## src/rtl/inst_fetch_pkg.sv

```systemverilog
// Shared widths, PC step and the prefetch entry layout for the instruction fetch unit.
package inst_fetch_pkg;

  localparam int INSTR_W = 32;
  localparam int ADDR_W  = 32;

  localparam logic [ADDR_W-1:0] PC_INC = 32'd4;

  typedef struct packed {
    logic [INSTR_W-1:0] instr;
    logic [ADDR_W-1:0]  pc;
  } fetch_entry_t;

  // Sequential fetch step; wraps modulo 2^32 by construction.
  function automatic logic [ADDR_W-1:0] next_pc(input logic [ADDR_W-1:0] pc);
    return pc + PC_INC;
  endfunction

  // Redirect targets are forced onto a word boundary.
  function automatic logic [ADDR_W-1:0] word_align(input logic [ADDR_W-1:0] addr);
    return {addr[ADDR_W-1:2], 2'b00};
  endfunction

  function automatic logic is_misaligned(input logic [ADDR_W-1:0] addr);
    return |addr[1:0];
  endfunction

endpackage

```

## src/rtl/inst_fetch_if.sv

```systemverilog
// Instruction memory, redirect and decode-side handshake bundle of the fetch unit.
interface inst_fetch_if
  import inst_fetch_pkg::*;
();

  logic [ADDR_W-1:0]  imem_addr;
  logic [INSTR_W-1:0] imem_instr;
  logic               redirect_en;
  logic [ADDR_W-1:0]  redirect_addr;
  logic               out_valid;
  logic               out_ready;
  logic [INSTR_W-1:0] out_instr;
  logic [ADDR_W-1:0]  out_pc;
  logic               align_err;

  // master = fetch unit, slave = memory/branch/decode environment
  modport master (
    output imem_addr,
    input  imem_instr,
    input  redirect_en,
    input  redirect_addr,
    output out_valid,
    input  out_ready,
    output out_instr,
    output out_pc,
    output align_err
  );

  modport slave (
    input  imem_addr,
    output imem_instr,
    output redirect_en,
    output redirect_addr,
    input  out_valid,
    output out_ready,
    input  out_instr,
    input  out_pc,
    input  align_err
  );

endinterface

```

## src/rtl/inst_fetch_fetch_fifo.sv

```systemverilog
// Prefetch buffer: DEPTH-entry FIFO of {instr, pc} with flush; head is read combinationally.
module fetch_fifo
  import inst_fetch_pkg::*;
#(
  parameter int DEPTH = 2,
  parameter int CNT_W = $clog2(DEPTH + 1)
) (
  input  logic             clk,
  input  logic             rst_n,
  input  logic             flush,
  input  logic             push,
  input  logic             pop,
  input  fetch_entry_t     push_data,
  output fetch_entry_t     head,
  output logic [CNT_W-1:0] count
);

  localparam int PTR_W = (DEPTH > 1) ? $clog2(DEPTH) : 1;

  fetch_entry_t     mem [DEPTH];
  logic [PTR_W-1:0] wr_ptr;
  logic [PTR_W-1:0] rd_ptr;

  logic do_push;
  logic do_pop;

  // A flush overrides both sides; the caller never pushes during a flush anyway.
  assign do_push = push && !flush;
  assign do_pop  = pop && !flush && (count != '0);

  function automatic logic [PTR_W-1:0] ptr_inc(input logic [PTR_W-1:0] p);
    if (p == PTR_W'(DEPTH - 1)) return '0;
    return p + PTR_W'(1);
  endfunction

  always_ff @(posedge clk or negedge rst_n) begin
    if (!rst_n) begin
      wr_ptr <= '0;
      rd_ptr <= '0;
      count  <= '0;
    end else if (flush) begin
      wr_ptr <= '0;
      rd_ptr <= '0;
      count  <= '0;
    end else begin
      if (do_push) wr_ptr <= ptr_inc(wr_ptr);
      if (do_pop)  rd_ptr <= ptr_inc(rd_ptr);
      case ({do_push, do_pop})
        2'b10:   count <= count + CNT_W'(1);
        2'b01:   count <= count - CNT_W'(1);
        default: count <= count;
      endcase
    end
  end

  // Storage carries no reset; validity is tracked solely by count.
  always_ff @(posedge clk) begin
    if (do_push) mem[wr_ptr] <= push_data;
  end

  assign head = mem[rd_ptr];

endmodule

```

## src/rtl/inst_fetch.sv

```systemverilog
// Instruction fetch: PC register, redirect handling and a small prefetch buffer toward decode.
module inst_fetch
  import inst_fetch_pkg::*;
#(
  parameter logic [ADDR_W-1:0] RESET_PC = 32'h0000_0000,
  parameter int                DEPTH    = 2
) (
  input logic          clk,
  input logic          rst_n,
  inst_fetch_if.master bus
);

  localparam int CNT_W = $clog2(DEPTH + 1);

  logic [ADDR_W-1:0] pc_p0;
  logic              align_err_p1;

  logic              push;
  logic              pop;
  logic              out_valid;
  logic [CNT_W-1:0]  fifo_count;
  fetch_entry_t      fifo_head;
  fetch_entry_t      fetch_word;

  assign out_valid = (fifo_count != '0);
  assign pop       = out_valid && bus.out_ready;
  // A full buffer still accepts a new word when decode frees the head this cycle.
  assign push      = !bus.redirect_en && ((fifo_count < CNT_W'(DEPTH)) || pop);

  assign fetch_word.instr = bus.imem_instr;
  assign fetch_word.pc    = pc_p0;

  // Stage p0: fetch PC, the only source of imem_addr
  always_ff @(posedge clk or negedge rst_n) begin
    if (!rst_n) begin
      pc_p0 <= RESET_PC;
    end else if (bus.redirect_en) begin
      pc_p0 <= word_align(bus.redirect_addr);
    end else if (push) begin
      pc_p0 <= next_pc(pc_p0);
    end
  end

  // Stage p1: registered misalignment flag for the redirect just taken
  always_ff @(posedge clk or negedge rst_n) begin
    if (!rst_n) begin
      align_err_p1 <= 1'b0;
    end else begin
      align_err_p1 <= bus.redirect_en && is_misaligned(bus.redirect_addr);
    end
  end

  fetch_fifo #(
    .DEPTH (DEPTH),
    .CNT_W (CNT_W)
  ) u_fifo (
    .clk       (clk),
    .rst_n     (rst_n),
    .flush     (bus.redirect_en),
    .push      (push),
    .pop       (pop),
    .push_data (fetch_word),
    .head      (fifo_head),
    .count     (fifo_count)
  );

  assign bus.imem_addr = pc_p0;
  assign bus.out_valid = out_valid;
  assign bus.out_instr = fifo_head.instr;
  assign bus.out_pc    = fifo_head.pc;
  assign bus.align_err = align_err_p1;

endmodule
```

## src/flat_wrapper.sv

```systemverilog
// flat-port wrapper written by rule: the top's interface ports become plain ports
module inst_fetch_flat import inst_fetch_pkg::*;
#(
  parameter logic [ADDR_W-1:0] RESET_PC = 32'h0000_0000,
  parameter int                DEPTH    = 2
)
  (clk, rst_n, bus_imem_addr, bus_imem_instr, bus_redirect_en, bus_redirect_addr, bus_out_valid, bus_out_ready, bus_out_instr, bus_out_pc, bus_align_err);
  inst_fetch_if bus_i ();
  input logic clk;
  input logic rst_n;
  output wire logic [$bits(bus_i.imem_addr)-1:0] bus_imem_addr;
  input wire logic [$bits(bus_i.imem_instr)-1:0] bus_imem_instr;
  input wire logic [$bits(bus_i.redirect_en)-1:0] bus_redirect_en;
  input wire logic [$bits(bus_i.redirect_addr)-1:0] bus_redirect_addr;
  output wire logic [$bits(bus_i.out_valid)-1:0] bus_out_valid;
  input wire logic [$bits(bus_i.out_ready)-1:0] bus_out_ready;
  output wire logic [$bits(bus_i.out_instr)-1:0] bus_out_instr;
  output wire logic [$bits(bus_i.out_pc)-1:0] bus_out_pc;
  output wire logic [$bits(bus_i.align_err)-1:0] bus_align_err;
  assign bus_imem_addr = bus_i.imem_addr;
  assign bus_i.imem_instr = bus_imem_instr;
  assign bus_i.redirect_en = bus_redirect_en;
  assign bus_i.redirect_addr = bus_redirect_addr;
  assign bus_out_valid = bus_i.out_valid;
  assign bus_i.out_ready = bus_out_ready;
  assign bus_out_instr = bus_i.out_instr;
  assign bus_out_pc = bus_i.out_pc;
  assign bus_align_err = bus_i.align_err;
  inst_fetch #(.RESET_PC(RESET_PC), .DEPTH(DEPTH)) u_core (.clk(clk), .rst_n(rst_n), .bus(bus_i));
endmodule
```

## config.mk

```make
export PLATFORM = sky130hd
export DESIGN_NAME = inst_fetch_flat
export DESIGN_NICKNAME = d
export VERILOG_FILES = /design/src/rtl/inst_fetch_pkg.sv /design/src/rtl/inst_fetch_if.sv /design/src/rtl/inst_fetch_fetch_fifo.sv /design/src/rtl/inst_fetch.sv /design/src/flat_wrapper.sv
export SDC_FILE = /design/constraint.sdc
export NUM_CORES = 1
export LEC_CHECK = 0
export ABC_CLOCK_PERIOD_IN_PS = 16700
export CORE_MARGIN = 2
export CORE_UTILIZATION = 53
export DETAILED_ROUTE_END_ITERATION = 12
export PLACE_DENSITY = 0.86
export SLEW_MARGIN = 20
export SYNTH_ARGS = -nofsm -noshare
export SYNTH_HDL_FRONTEND = slang
export SYNTH_SLANG_ARGS = --single-unit
export TNS_END_PERCENT = 10
```

## constraint.sdc

```tcl
create_clock -name clk -period 16.7 [get_ports clk]
set_clock_uncertainty 0.15 [all_clocks]
set_input_delay 1.67 -clock clk [delete_from_list [all_inputs] [get_ports clk]]
set_output_delay 1.67 -clock clk [all_outputs]
set_load 0.02 [all_outputs]
```

---- Word level (Yosys, flattened, before mapping) ----
Memory sizes are Yosys's and may differ from the RTL's.
Index checks and enable logic that the tools add are counted.
word-level totals
  bits in writable memories ............... 128
  flip-flop bits (word level) ............. 37
  memories kept ........................... 1
  bits of input ports ..................... 68
cells by class
  add/sub/neg operators ................... 5
  muxes and demuxes ....................... 20
  reductions and logical operators ........ 14
  equal/unequal tests ..................... 2
  $lt $le $gt $ge ......................... 1
memories
  name               depth  bits a word  rd ports  clocked after Yosys merged registers in  write ports  RTL line                     RTL
  u_core.u_fifo.mem  2      64           1         0                                        1            inst_fetch_fetch_fifo.sv:20  fetch_entry_t mem [DEPTH];
operator list
  kind                   count
  $mux 32                2
  $add 32x3->32 const B  1
  $mux 1                 16
  $reduce_bool 2->1      4
  $logic_and 1x1->1      6
  $pmux 2 s2             1
  $reduce_bool 3->1      1
  $add 1x1->1 const B    2
  $add 2x1->2 const B    1
  $eq 2x1->1 const B     1
  $eq 2x2->1 const B     1
  $lt 2x2->1 const B     1
  $mux 2                 1
  $reduce_or 2->1        1
  $sub 2x1->2 const B    1
  $logic_not 1->1        1
  $logic_or 1x1->1       1

---- Logic depth before layout (Yosys ltp) ----
  word-level depth ........................ 10
  depth in mapped cells ................... 10

---- Cells and area by module ----
Synthesis repeated with hierarchy kept, for this count alone.
second synthesis, totals
  cell total of the unflattened synthesis .. 429
  area total of the unflattened synthesis .. 6,899.1 µm²
modules (own cells, without submodules)
  module      cells each  area an instance (µm²)  times used
  fetch_fifo  222         5,031.1                 1
  inst_fetch  207         1,868.0                 1

---- Least setup slack after synthesis ----
OpenSTA, ideal clock, no wires.
  path kind ............................... in2reg
  start point ............................. in bus_redirect_en
  end point ............................... mem u_core.u_fifo.mem[0][10] (netlist bit), enable pin
  path slack .............................. 9.310 ns
  buffers on the path ..................... 2
  arrival ................................. 6.665 ns
  library setup time ...................... 0.575 ns
  stages on the path ...................... 3
  path through ............................ clkbuf_1 -> clkbuf_1 -> a211oi_1
between the ends
  cells in the longest elaborated chain, start to end .. 5
RTL lines
  item                            RTL line                                       RTL
  start: declaration              flat_wrapper.sv:13                             input wire logic [$bits(bus_i.redirect_en)-1:0] bus_redirect_en;
  $logic_not 1->1 *               inst_fetch_fetch_fifo.sv:28, inst_fetch.sv:28
  $logic_and 1x1->1               inst_fetch.sv:28                               assign push = !bus.redirect_en && ((fifo_count < CNT_W'(DEPTH)) || pop);
  $logic_and 1x1->1 *             inst_fetch_fetch_fifo.sv:28                    assign do_push = push && !flush;
  $mux 1 *                        inst_fetch_fetch_fifo.sv:58                    if (do_push) mem[wr_ptr] <= push_data;
  $mux 1 (not written as such) *  inst_fetch_fetch_fifo.sv:58
  end: declaration                inst_fetch_fetch_fifo.sv:20
Mark *: on every way between the ends. The rest lies on a longest branch, timed or not.

---- Worst setup path in the final report ----
  start point ............................. reg u_core.u_fifo.rd_ptr
  end point ............................... out bus_out_pc[20]
between the ends
  cells in the longest elaborated chain, start to end .. 1
RTL lines
  item                      RTL line                     RTL
  start: declaration        inst_fetch_fetch_fifo.sv:22  logic [PTR_W-1:0] rd_ptr;
  start signal: assignment  inst_fetch_fetch_fifo.sv:47  if (do_pop) rd_ptr <= ptr_inc(rd_ptr);
  $mem_v2 2x64              -
  end: declaration          flat_wrapper.sv:18           output wire logic [$bits(bus_i.out_pc)-1:0] bus_out_pc;
No other way between the ends.

==> metrics.csv <==
stage,metric,value,unit
outcome,status,"finished, final reports clean",
sta,layout_min_cycle_time,4.46,ns
cts,htree_levels,4,
placement,dp_slack,12.24,ns
layout,drive_above_1_share,0.179,
layout,nets,645,
die,fp-row-count,40,
die,initial_core_util,0.539,
layout,area_delta_synth_final,34.9,%
cts,holdBufCountCts,0,
detailed_routing,ant_nets,0,
global_route,gr-total-overflow,0,
detailed_routing,via_count,3938,
sta,drv_slew,0,
cts,cts_resized,0,
logic_synthesis,synthFlopType,edfxtp_1,
critical_path,cp.required,14.88,ns
global_route,grt_max_degree,65,
cts,clk_path_buf_depth,2,
critical_path,cp_slowest_cell,dfrtp_2,
logic_synthesis,syn_inst,410,
detailed_routing,detail_route.wl_per_cell,18.5,µm
critical_path,crit_chain,buf_4 > mux2_2 > clkdlybuf4s50_1,
power,power.leakage,0.00306,µW
sta,hold_violations,0,
critical_path,critPathLaunchType,flop,
placement,portBuffers,161,
logic_synthesis,synthMuxAreaShare,0.115,
sta,fin_crit_sh,0.267,
global_route,grt_first_pass_wirelength,21200,µm
sta,setup_viol,0,
worst_hold_path,hold_class,reg2reg,
logic_synthesis,synth_compound_area_frac,0.0324,
power,cellPowerDensity,157,nW/µm²
critical_path,cpPeakStageDelay,0.62,ns
critical_path,cp_top_family,buffers and inverters,
logic_synthesis,synth_cell_types,37,
die,core_area,12000,µm²
logic_synthesis,synth-seq-area-share,0.714,
cts,clk_pin_slew_worst_paths,0.06,ns
logic_synthesis,synth_warnings,0,
sta,max_clock_freq,224,MHz
logic_synthesis,synthTopCellsByArea,"edfxtp_1, dfrtp_1, mux2_2, xor2_1, nand2_1",
placement,gp_congestion,0.761,
die,die_area,13100,µm²
cts,clk-insertion-delay-late,0.41,ns
detailed_routing,routed_wirelength,13600,µm
detailed_routing,first_pass_iters,5,
die,die_h,114,µm
sta,tightest_slew,1.03,ns
placement,dpl.hpwl,8960,µm
layout,diodes,0,
sta,rsz0062_at_grt,no,
critical_path,worstPathArrival,2.64,ns
cts,cts_made_buffers,17,
logic_synthesis,synth.avg_cell_area,15.7,µm²
flow_run,maxCapViolCount,0,
cts,root_buffer,clkbuf_16,
logic_synthesis,ys_seq_elements,159,
global_route,grt_pass1_vias,4039,
logic_synthesis,synth_most_common_cell,edfxtp_1,
cts,post_cts_buffers,0,
critical_path,crit_type,reg2out,
die,die_x,114,µm
logic_synthesis,synth_top_family_by_area,multiplexers,
cts,cts_tree,built,
critical_path,cp-end-kind,output pin,
logic_synthesis,netlist_area,6440,µm²
logic_synthesis,synth_top_area_cell,edfxtp_1,
sta,setup_tns,0,ns
logic_synthesis,synth_common_cells,"edfxtp_1, mux2_2, nand2_1",
logic_synthesis,synth-simple-area-share,0.0734,
sta,layout_setup_ws,12.24,ns
cts,cts_sinks,159,
logic_synthesis,async_reset_ff_frac,0.220,
sta,max-slew-margin-rel,0.312,
global_route,grt_usage,0.215,
critical_path,critPathBufInv,2,
die,ios,166,
detailed_routing,drc,0,
global_route,antenna_found_initial,0,
power,peakVddDrop,123,µV
logic_synthesis,yosysTopAreaCellShare,0.578,
logic_synthesis,synth_fa_ha_area_frac,0.00388,
detailed_routing,drt-vias-per-instance,5.37,
layout,fill_cells,779,
detailed_routing,drtIter0Drc,334,
logic_synthesis,synth_xor_area_frac,0.0421,
logic_synthesis,synth_edf_count,124,
critical_path,cp_max_fo,47,
[per-stage QoR]
step                power, µW  utilization  instance area [µm²]  hold slack [ns]  std cells
floorplan                 826            -                 6460            0.364        413
global placement         1010        0.683                 8170            0.350        703
detailed placement       1020        0.683                 8170            0.374        703
CTS                      1370        0.727                 8700            0.392        734
global route             1420        0.727                 8700            0.405        734
finish                   1360        0.727                 8700            0.387        734
[worst paths after layout]
| kind | slack [ns] | end | depth (start not counted) | startpoint |
|---|---|---|---|---|
| hold / removal | 0.39 | u_core.u_fifo.mem[1][31] | 0 | u_core.bus.imem_addr[31] |
| hold reg to reg | 0.39 | u_core.u_fifo.mem[1][31] | 0 | u_core.bus.imem_addr[31] |
| max in group asynchronous | 14.64 | u_core.u_fifo.rd_ptr | 1 | rst_n |
| setup / recovery | 12.24 | bus_out_pc[20] | 3 | u_core.u_fifo.rd_ptr |
| min in group asynchronous | 1.20 | u_core.bus.imem_addr[28] | 1 | rst_n |
| setup reg to reg | 13.33 | u_core.u_fifo.mem[1][50] | 6 | u_core.u_fifo.count[1] |
[cell families after synthesis]
family,Yosys count
XOR/XNOR,31
AND/OR/NAND/NOR,91
multiplexers,66
buffers and inverters,24
flip-flops,159
other,1
adder cells (fa/ha/maj),2
AO/OA/AOI/OAI,36
[registers in the layout (all words and copies together), names as in the netlist]
signal                count
u_core.u_fifo.rd_ptr      1
u_core.u_fifo.wr_ptr      1
u_core.u_fifo.count       2
u_core.u_fifo.mem       124
u_core.bus.align_err      1
u_core.bus.imem_addr     30
[where the power goes]
group,switching (µW),internal [µW]
Clock,145,201
Sequential,45.7,525
Combinational,230,214
Total,421,940
[cells in the final DEF, fill, tap and decap left out, types with 2 or more instances in the layout]
cell and count:
a21oi_1 3, and2_1 2, and3_1 3, buf_2 2
buf_4 3, clkbuf_16 17, clkdlybuf4s50_1 159, clkinv_1 3
clkinv_2 5, clkinvlp_4 2, conb_1 4, dfrtp_1 34
edfxtp_1 124, ha_1 2, inv_1 3, mux2_2 65
nand2_1 38, nand2b_1 2, nand3_1 8, nand4_1 16
nand4b_1 2, nor2_1 10, nor3_1 3, nor4_1 2
o21ai_0 17, o21ai_1 11, xnor2_1 12, xor2_1 19
[metal layers]
layer,track usage,part of all wire
met1,0.284,0.41
met2,0.356,0.51
met3,0.0498,0.060
met4,0.0715,0.012
met5,0,0
[final cells by class]
| type | instances | area, µm² | share of cell area |
|---|---|---|---|
| Clock buffer | 18 | 429 | 0.0493 |
| Clock inverter | 13 | 98.8 | 0.0114 |
| Inverter | 3 | 11.3 | 0.00129 |
| Multi-Input combinational cell | 230 | 1750 | 0.201 |
| Sequential cell | 159 | 4600 | 0.529 |
| Tap cell | 147 | 184 | 0.0211 |
| Timing Repair Buffer | 164 | 1620 | 0.187 |
[worst reg2reg max path: stages (launching register included)]
cell and delay (ns):
dfrtp_1 0.54, inv_1 0.16, ha_1 0.25, nand2b_1 0.33, nand2_1 0.28, and3b_2 0.77, buf_4 0.53
(Power assumes the default switching activity.)
